===== config.mk =====
export PLATFORM = sky130hd
export DESIGN_NAME = sobel_frame_ctrl
export DESIGN_NICKNAME = d
export VERILOG_FILES = /design/src/rtl/sobel_frame_ctrl.sv
export SDC_FILE = /design/constraint.sdc
export NUM_CORES = 1
export LEC_CHECK = 0
export ABC_AREA = 1
export CORE_ASPECT_RATIO = 0.6
export CORE_UTILIZATION = 45
export DETAILED_ROUTE_END_ITERATION = 16
export HOLD_SLACK_MARGIN = 0.12
export PLACE_DENSITY = 0.75
export SETUP_SLACK_MARGIN = 0.3
export SYNTH_ARGS = -nofsm -noshare
export SYNTH_HDL_FRONTEND = slang
export SYNTH_SLANG_ARGS = --single-unit

===== constraint.sdc =====
create_clock -name clk -period 3.9 [get_ports clk]
set_input_delay 1.17 -clock clk [delete_from_list [all_inputs] [get_ports clk]]
set_output_delay 1.17 -clock clk [all_outputs]
set_load 0.05 [all_outputs]

===== src/rtl/sobel_frame_ctrl.sv =====
// Frame controller around a 1-cycle Sobel window datapath: feeds active pixels,
// pads each line to LINE_LEN, and tags the result stream with window/frame markers.
module sobel_frame_ctrl #(
  parameter int unsigned LINE_LEN = 128,
  parameter int unsigned ROW_W    = 16
) (
  input  logic             clk,
  input  logic             rst_n,
  input  logic             start,
  input  logic [7:0]       cfg_width,
  input  logic [ROW_W-1:0] cfg_height,
  output logic             busy,
  output logic             done,
  output logic             err_cfg,
  input  logic             s_valid,
  output logic             s_ready,
  input  logic [7:0]       s_pixel,
  output logic             sob_valid_in,
  output logic [7:0]       sob_pixel_in,
  input  logic             sob_valid_out,
  input  logic [7:0]       sob_pixel_out,
  output logic             m_valid,
  output logic [7:0]       m_pixel,
  output logic             m_win,
  output logic             m_sof,
  output logic             m_eol,
  output logic             m_eof
);

  localparam int unsigned COL_W = $clog2(LINE_LEN + 1);
  localparam logic [COL_W-1:0] LAST_COL = COL_W'(LINE_LEN - 1);

  typedef enum logic [1:0] {IDLE, RUN, PAD, DRAIN} state_t;

  state_t           state_q, state_d;
  logic [COL_W-1:0] in_col_q, in_col_d, out_col_q;
  logic [ROW_W-1:0] in_row_q, in_row_d, out_row_q;
  logic [COL_W-1:0] width_q, width_d;
  logic [ROW_W-1:0] height_q, height_d;
  logic             err_q, err_d;
  logic             clear_out;
  logic             drive;
  logic [7:0]       pix_d;
  logic             cfg_ok;
  logic             in_last_row;
  logic             out_last_row;
  logic             last_out;

  assign cfg_ok = (cfg_width >= 8'd3) && (32'(cfg_width) <= LINE_LEN) &&
                  (cfg_height >= ROW_W'(3));
  assign in_last_row  = (in_row_q == ROW_W'(height_q - ROW_W'(1)));
  assign out_last_row = (out_row_q == ROW_W'(height_q - ROW_W'(1)));
  // Final padded-or-active position of the frame leaves the datapath.
  assign last_out = (state_q == DRAIN) && sob_valid_out &&
                    (out_col_q == LAST_COL) && out_last_row;

  always_ff @(posedge clk or negedge rst_n) begin
    if (!rst_n) begin
      state_q  <= IDLE;
      in_col_q <= '0;
      in_row_q <= '0;
      width_q  <= '0;
      height_q <= '0;
      err_q    <= 1'b0;
    end else begin
      state_q  <= state_d;
      in_col_q <= in_col_d;
      in_row_q <= in_row_d;
      width_q  <= width_d;
      height_q <= height_d;
      err_q    <= err_d;
    end
  end

  always_comb begin
    state_d   = state_q;
    in_col_d  = in_col_q;
    in_row_d  = in_row_q;
    width_d   = width_q;
    height_d  = height_q;
    err_d     = 1'b0;
    clear_out = 1'b0;
    drive     = 1'b0;
    pix_d     = 8'd0;
    unique case (state_q)
      IDLE: begin
        if (start) begin
          if (cfg_ok) begin
            width_d   = COL_W'(cfg_width);
            height_d  = cfg_height;
            in_col_d  = '0;
            in_row_d  = '0;
            clear_out = 1'b1;
            state_d   = RUN;
          end else begin
            err_d = 1'b1;
          end
        end
      end
      RUN: begin
        if (s_valid) begin
          drive = 1'b1;
          pix_d = s_pixel;
        end
      end
      PAD:     drive = 1'b1;
      DRAIN:   if (last_out) state_d = IDLE;
      default: state_d = IDLE;
    endcase
    // Column advance; a full-length line skips PAD and wraps directly.
    if (drive) begin
      in_col_d = in_col_q + COL_W'(1);
      if (in_col_q == LAST_COL) begin
        in_col_d = '0;
        if (in_last_row) begin
          in_row_d = '0;
          state_d  = DRAIN;
        end else begin
          in_row_d = in_row_q + ROW_W'(1);
          state_d  = RUN;
        end
      end else if ((state_q == RUN) && (in_col_q == COL_W'(width_q - COL_W'(1)))) begin
        state_d = PAD;
      end
    end
  end

  // Output-side position tracks every datapath result, padded ones included.
  always_ff @(posedge clk or negedge rst_n) begin
    if (!rst_n) begin
      out_col_q <= '0;
      out_row_q <= '0;
    end else if (clear_out) begin
      out_col_q <= '0;
      out_row_q <= '0;
    end else if (sob_valid_out && (state_q != IDLE)) begin
      if (out_col_q == LAST_COL) begin
        out_col_q <= '0;
        out_row_q <= out_last_row ? '0 : out_row_q + ROW_W'(1);
      end else begin
        out_col_q <= out_col_q + COL_W'(1);
      end
    end
  end

  assign busy         = (state_q != IDLE);
  assign done         = last_out;
  assign err_cfg      = err_q;
  assign s_ready      = (state_q == RUN);
  assign sob_valid_in = drive;
  assign sob_pixel_in = pix_d;

  assign m_valid = sob_valid_out && (out_col_q < width_q);
  assign m_pixel = sob_pixel_out;
  assign m_win   = m_valid && (out_row_q >= ROW_W'(2)) && (out_col_q >= COL_W'(2));
  assign m_sof   = m_valid && (out_col_q == '0) && (out_row_q == '0);
  assign m_eol   = m_valid && (out_col_q == COL_W'(width_q - COL_W'(1)));
  assign m_eof   = m_eol && out_last_row;

endmodule


[Word level (Yosys, flattened, before mapping)]
Cells that the tools add are included.
W data, S select, Z words.
Storage, ports and cells
  bits in registers: 75
  latch bits: 0
  memory bits (writable): 0
  bits in read-only memories: 0
  bits of input ports: 45
  word-level logic and storage cells: 91
  memories kept: 0
Operators by class
  add/sub/neg operators: 6
  multiply operators: 0
  div/mod/pow operators: 0
  $lt $le $gt $ge: 6
  equal/unequal tests: 9
  shift-type cells: 0
  mux-type cells: 36
  bitwise logic cells: 0
  reductions and logical operators: 26
Operators with widths (number)
  $mux W16: 10
  $mux W8: 10
  $add A16 B1 Y16 const B: 2
  $eq A16 B16 Y1: 2
  $ge A16 B2 Y1 const B: 2
  $add A8 B1 Y8 const B: 2
  $eq A8 B7 Y1 const B: 2
  $eq A8 B8 Y1: 2
  $ge A8 B2 Y1 const B: 2
  $logic_not A16 Y1: 1
  $sub A16 B1 Y16 const B: 1
  $logic_and A1 B1 Y1: 14
  $mux W2: 7
  $reduce_bool A2 Y1: 6
  $le A8 B8 Y1 const B: 1
  $logic_not A8 Y1: 1
  $lt A8 B8 Y1: 1
  $sub A8 B1 Y8 const B: 1
  $mux W1: 7
  $reduce_and A3 Y1: 2
  $eq A2 B2 Y1 const B: 2
  $pmux W2 S2: 1
  $eq A2 B1 Y1 const B: 1
  $logic_not A2 Y1: 1
  other kinds (2): 2

[Depth between registers and ports, before layout]
  depth in word-level cells: 9
  gate-level depth with buffers: 18

[Worst setup path before layout]
Ideal clock, no wire load.
  path type: input to output
  start point: input port sob_valid_out
  end point: output port m_win
  arrival time: 3.275 ns
  data required time: 2.730 ns
  path slack: -0.545 ns
  stages: 4
  buffers on the path: 0
  path through: inv_1 > nor2_1 > inv_1 > a221oi_1
On the way
  longest elaborated chain between the ends: 3
Ends and longest elaborated chain
  from (decl): line 20  | input logic sob_valid_out,
  $logic_and A1 B1 Y1: line 153  | assign m_valid = sob_valid_out && (out_col_q < width_q);
  named net m_valid: line 22  | output logic m_valid,
  $logic_and A1 B1 Y1 (2 in a row): line 155  | assign m_win = m_valid && (out_row_q >= ROW_W'(2)) && (out_col_q >= COL_W'(2));
  to (decl): line 24  | output logic m_win,
The timed path passes the listed nets, and every way through them passes these cells.

[Final worst setup path]
  start point: register height_q[2]
  end point: output port done
On the way
  longest elaborated chain between the ends: 3
Ends and longest elaborated chain
  from (decl): line 39  | logic [ROW_W-1:0] height_q, height_d;
  from (signal assigned): line 70  | height_q <= height_d;
  $sub A16 B1 Y16: line 52  | assign out_last_row = (out_row_q == ROW_W'(height_q - ROW_W'(1)));
  $eq A16 B16 Y1: line 52
  $logic_and A1 B1 Y1: line 55  | (out_col_q == LAST_COL) && out_last_row;
  to (decl): line 13  | output logic done,
Every way passes these cells.

==> results by group <==
Drt
  • Vias per cell: 5.32
  • Met3 WL post-DR: 1740 um
  • Top Metal Used: met4
  • WL met2: 6780 um
  • DR DRC count: 0
  • Drt total wl: 18400 um
  • Via Count: 5953
  • Number of DRC markers in iteration 0: 785
  • Met1 Wirelength: 9800 um
  • Routed WL per cell: 16.5 um
  • Final ANT Viol Nets: 0
  • DRT Pass-1 Iters: 5

Finish
  • Share of cells above drive strength 1: 19.8%
  • Most frequent cells in the layout: nand2_1, inv_1, nand3_1, nor2_1, dfrtp_1
  • Most common cell after layout, fill and taps aside: nand2_1
  • Antenna cells: 0
  • Final #Nets: 1011
  • Synth-to-Final Area Change: 26.5%
  • Fillers: 1209

STA
  • Clk_skew: 0.00631 ns
  • Final hold violations: 0
  • Peak Freq: 276 MHz
  • Part of the cycle the worst path needs: 92.8%
  • Fin crit period: 3.62 ns
  • Final setup viols: 0
  • Total negative slack: 0 ns
  • Max Slew Vio Count: 0
  • Worst rel slew slack: 35.2%
  • RSZ-0062 raised after global routing: yes
  • Worst Max-Slew Pin Slew: 0.972 ns
  • Final worst slack: 0.282 ns

Hold path
  • Hold crit path type: reg -> reg
  • Hold path depth: 1

Placed design
  • IO Port Bufs: 54
  • Placer Congestion: 1.02
  • Placement Setup Slack: 0.214 ns
  • DP Wirelength: 14100 um

Clocking
  • Htree depth: 3
  • Clk slew on worst S/H paths: 0.07 ns
  • Max Buffers Root-to-Sink: 2
  • TritonCTS Buffers: 9
  • CTS tree: built
  • CTS Hold Bufs: 0
  • Sinks on Clock Net: 75
  • Clock Tree Root: clkbuf_16
  • Worst-Skew Late Latency: 0.34 ns

Synth
  • Synth warn: 0
  • Post-synthesis cell type count: 43
  • Avg Cell Area, Syn: 6.98 um2
  • Synth Instances: 867
  • Post-synth ARST share: 100%
  • Dominant cells by area after synthesis: dfrtp_1, nand2_1, inv_1
  • Number of synthesized flops with an enable pin: 0
  • Post-synth top area share: 31.0%
  • Synth Cell Area: 6050 um2
  • Register area share after synthesis: 31.0%
  • Cell accounting for the most synthesized area: dfrtp_1
  • Yosys reg bits: 75
  • Post-synth net total: 934
  • Primary FF master, synth: dfrtp_1

GRT
  • Vias in the first global route: 5434
  • Largest net degree at the start of global routing: 76
  • Gr usage total: 27.8%
  • First-pass GRT wire length: 29600 um
  • Initial antenna violation count: 0
  • Global route overflow: 0

Die
  • Height of the die: 91.8 um
  • Core area: 13000 um2
  • Die X: 152 um
  • Io pins: 71
  • Starting Density: 46.6%
  • Rows: 32
  • Die area: 13900 um2

Critical path
  • Crit end category: output pin
  • Crit path required time: 2.73 ns
  • Worst-case reg-to-reg path depth: 13
  • Critical path class: reg -> out
  • Crit Path Max Fanout: 5
  • Crit path arrival time: 2.45 ns
  • CP Launch Type: flop

Run status
  • Status: finished clean

Job
  • Max Cap Viol: 0

Power
  • Lkg Pwr: 3.59 nW
  • Power Density: 682 nW/um2
  • Worst IR Drop VDD: 309 uV
[flip-flops by register name, summed over array words and instances, names as in the netlist]
register,count
in_col_q,8
in_row_q,16
width_q,8
height_q,16
out_row_q,16
state_q,2
err_cfg,1
out_col_q,8
[area by class of cell]
class	instances	area, um2	area share [%]
repair buffers	89	967	12.6
multi-input cells	645	3820	50.0
well taps	170	213	2.78
clock buffers	9	225	2.94
flip-flops and latches	75	1890	24.7
clock inverters	7	63.8	0.834
inverters	124	468	6.12
[layer usage]
| layer | vias to the layer above | GRT usage, % |
|---|---|---|
| met1 | 2727 | 47.2 |
| met4 | 0 | 4.70 |
| met3 | 12 | 6.47 |
| li1 | 2957 | - |
| met5 | - | 0 |
| met2 | 257 | 34.0 |
[final timing paths]
path                       slack [ns]                  endpoint                startpoint
max                              0.28                      done   height_q[2]$_DFFE_PN0P_
min                              0.53  out_col_q[0]$_DFFE_PN0P_  out_col_q[0]$_DFFE_PN0P_
max reg2reg                      1.45     in_row_q[1]$_DFF_PN0_   height_q[1]$_DFFE_PN0P_
min reg2reg                      0.53  out_col_q[0]$_DFFE_PN0P_  out_col_q[0]$_DFFE_PN0P_
max in group asynchronous        2.23   height_q[0]$_DFFE_PN0P_                     rst_n
min in group asynchronous        0.98      state_q[0]$_DFF_PN0_                     rst_n
[synth_stat cells (2+ instances only)]
| library cell | number |
|---|---|
| a21oi_1 | 16 |
| buf_2 | 5 |
| buf_4 | 9 |
| clkbuf_1 | 7 |
| dfrtp_1 | 75 |
| ha_1 | 22 |
| inv_1 | 121 |
| inv_2 | 3 |
| nand2_1 | 203 |
| nand2_2 | 22 |
| nand2_4 | 3 |
| nand3_1 | 73 |
| nand3_2 | 15 |
| nand3b_1 | 4 |
| nand4_1 | 28 |
| nor2_1 | 76 |
| nor2_2 | 9 |
| nor2_4 | 5 |
| nor3_1 | 21 |
| nor3_2 | 2 |
| nor4_1 | 12 |
| o211ai_1 | 3 |
| o21ai_0 | 54 |
| o21ai_1 | 3 |
| o21ai_2 | 2 |
| o22ai_1 | 7 |
| xnor2_1 | 2 |
| xor2_1 | 49 |
| xor2_2 | 2 |
[stage by stage]
stage / power (mW) / cell area [um2] / util, % / std cells / hold slack, ns
final: 5.22 / 7650 / 59.0 / 1119 / 0.526
after global routing: 5.57 / 7650 / 59.0 / 1119 / 0.555
after CTS: 4.84 / 7400 / 57.0 / 1103 / 0.499
after detailed placement: 3.80 / 6910 / 53.3 / 1075 / 0.491
after global placement: 3.77 / 6910 / 53.3 / 1075 / 0.486
after floorplan: 3.03 / 6080 / - / 867 / 0.461
[repair_timing]
| item | 4_1_cts | 5_1_grt |
|---|---|---|
| buffers inserted | 12 | 16 |
| resized for setup | 33 | 35 |
| endpoints found under the setup margin | 4 | 4 |
| pin swaps | 10 | 24 |
[kinds of logic after synthesis]
| family | count (synthesis) | synth area share [%] |
|---|---|---|
| flops | 75 | 31.0 |
| fa+ha+maj | 22 | 4.55 |
| compound gates | 91 | 8.21 |
| xor+xnor | 53 | 7.92 |
| buf+inv | 147 | 9.91 |
| simple gates | 479 | 38.4 |
[worst max-delay path: stages, from the launching register on]
cell,delay [ns]
dfrtp_2,0.46
nor2_4,0.15
nand2_4,0.13
nor2_4,0.16
buf_4,0.12
nand2_1,0.04
nand2_1,0.09
nand2_1,0.13
xor2_2,0.19
nand3_2,0.15
nor3b_2,0.26
clkbuf_16,0.20
[power breakdown]
part	internal (mW)	total, mW	switching, mW
Sequential	0.992	1.36	0.369
Clock	0.448	0.825	0.377
Combinational	1.13	3.03	1.90
(Power assumes the default switching activity.)
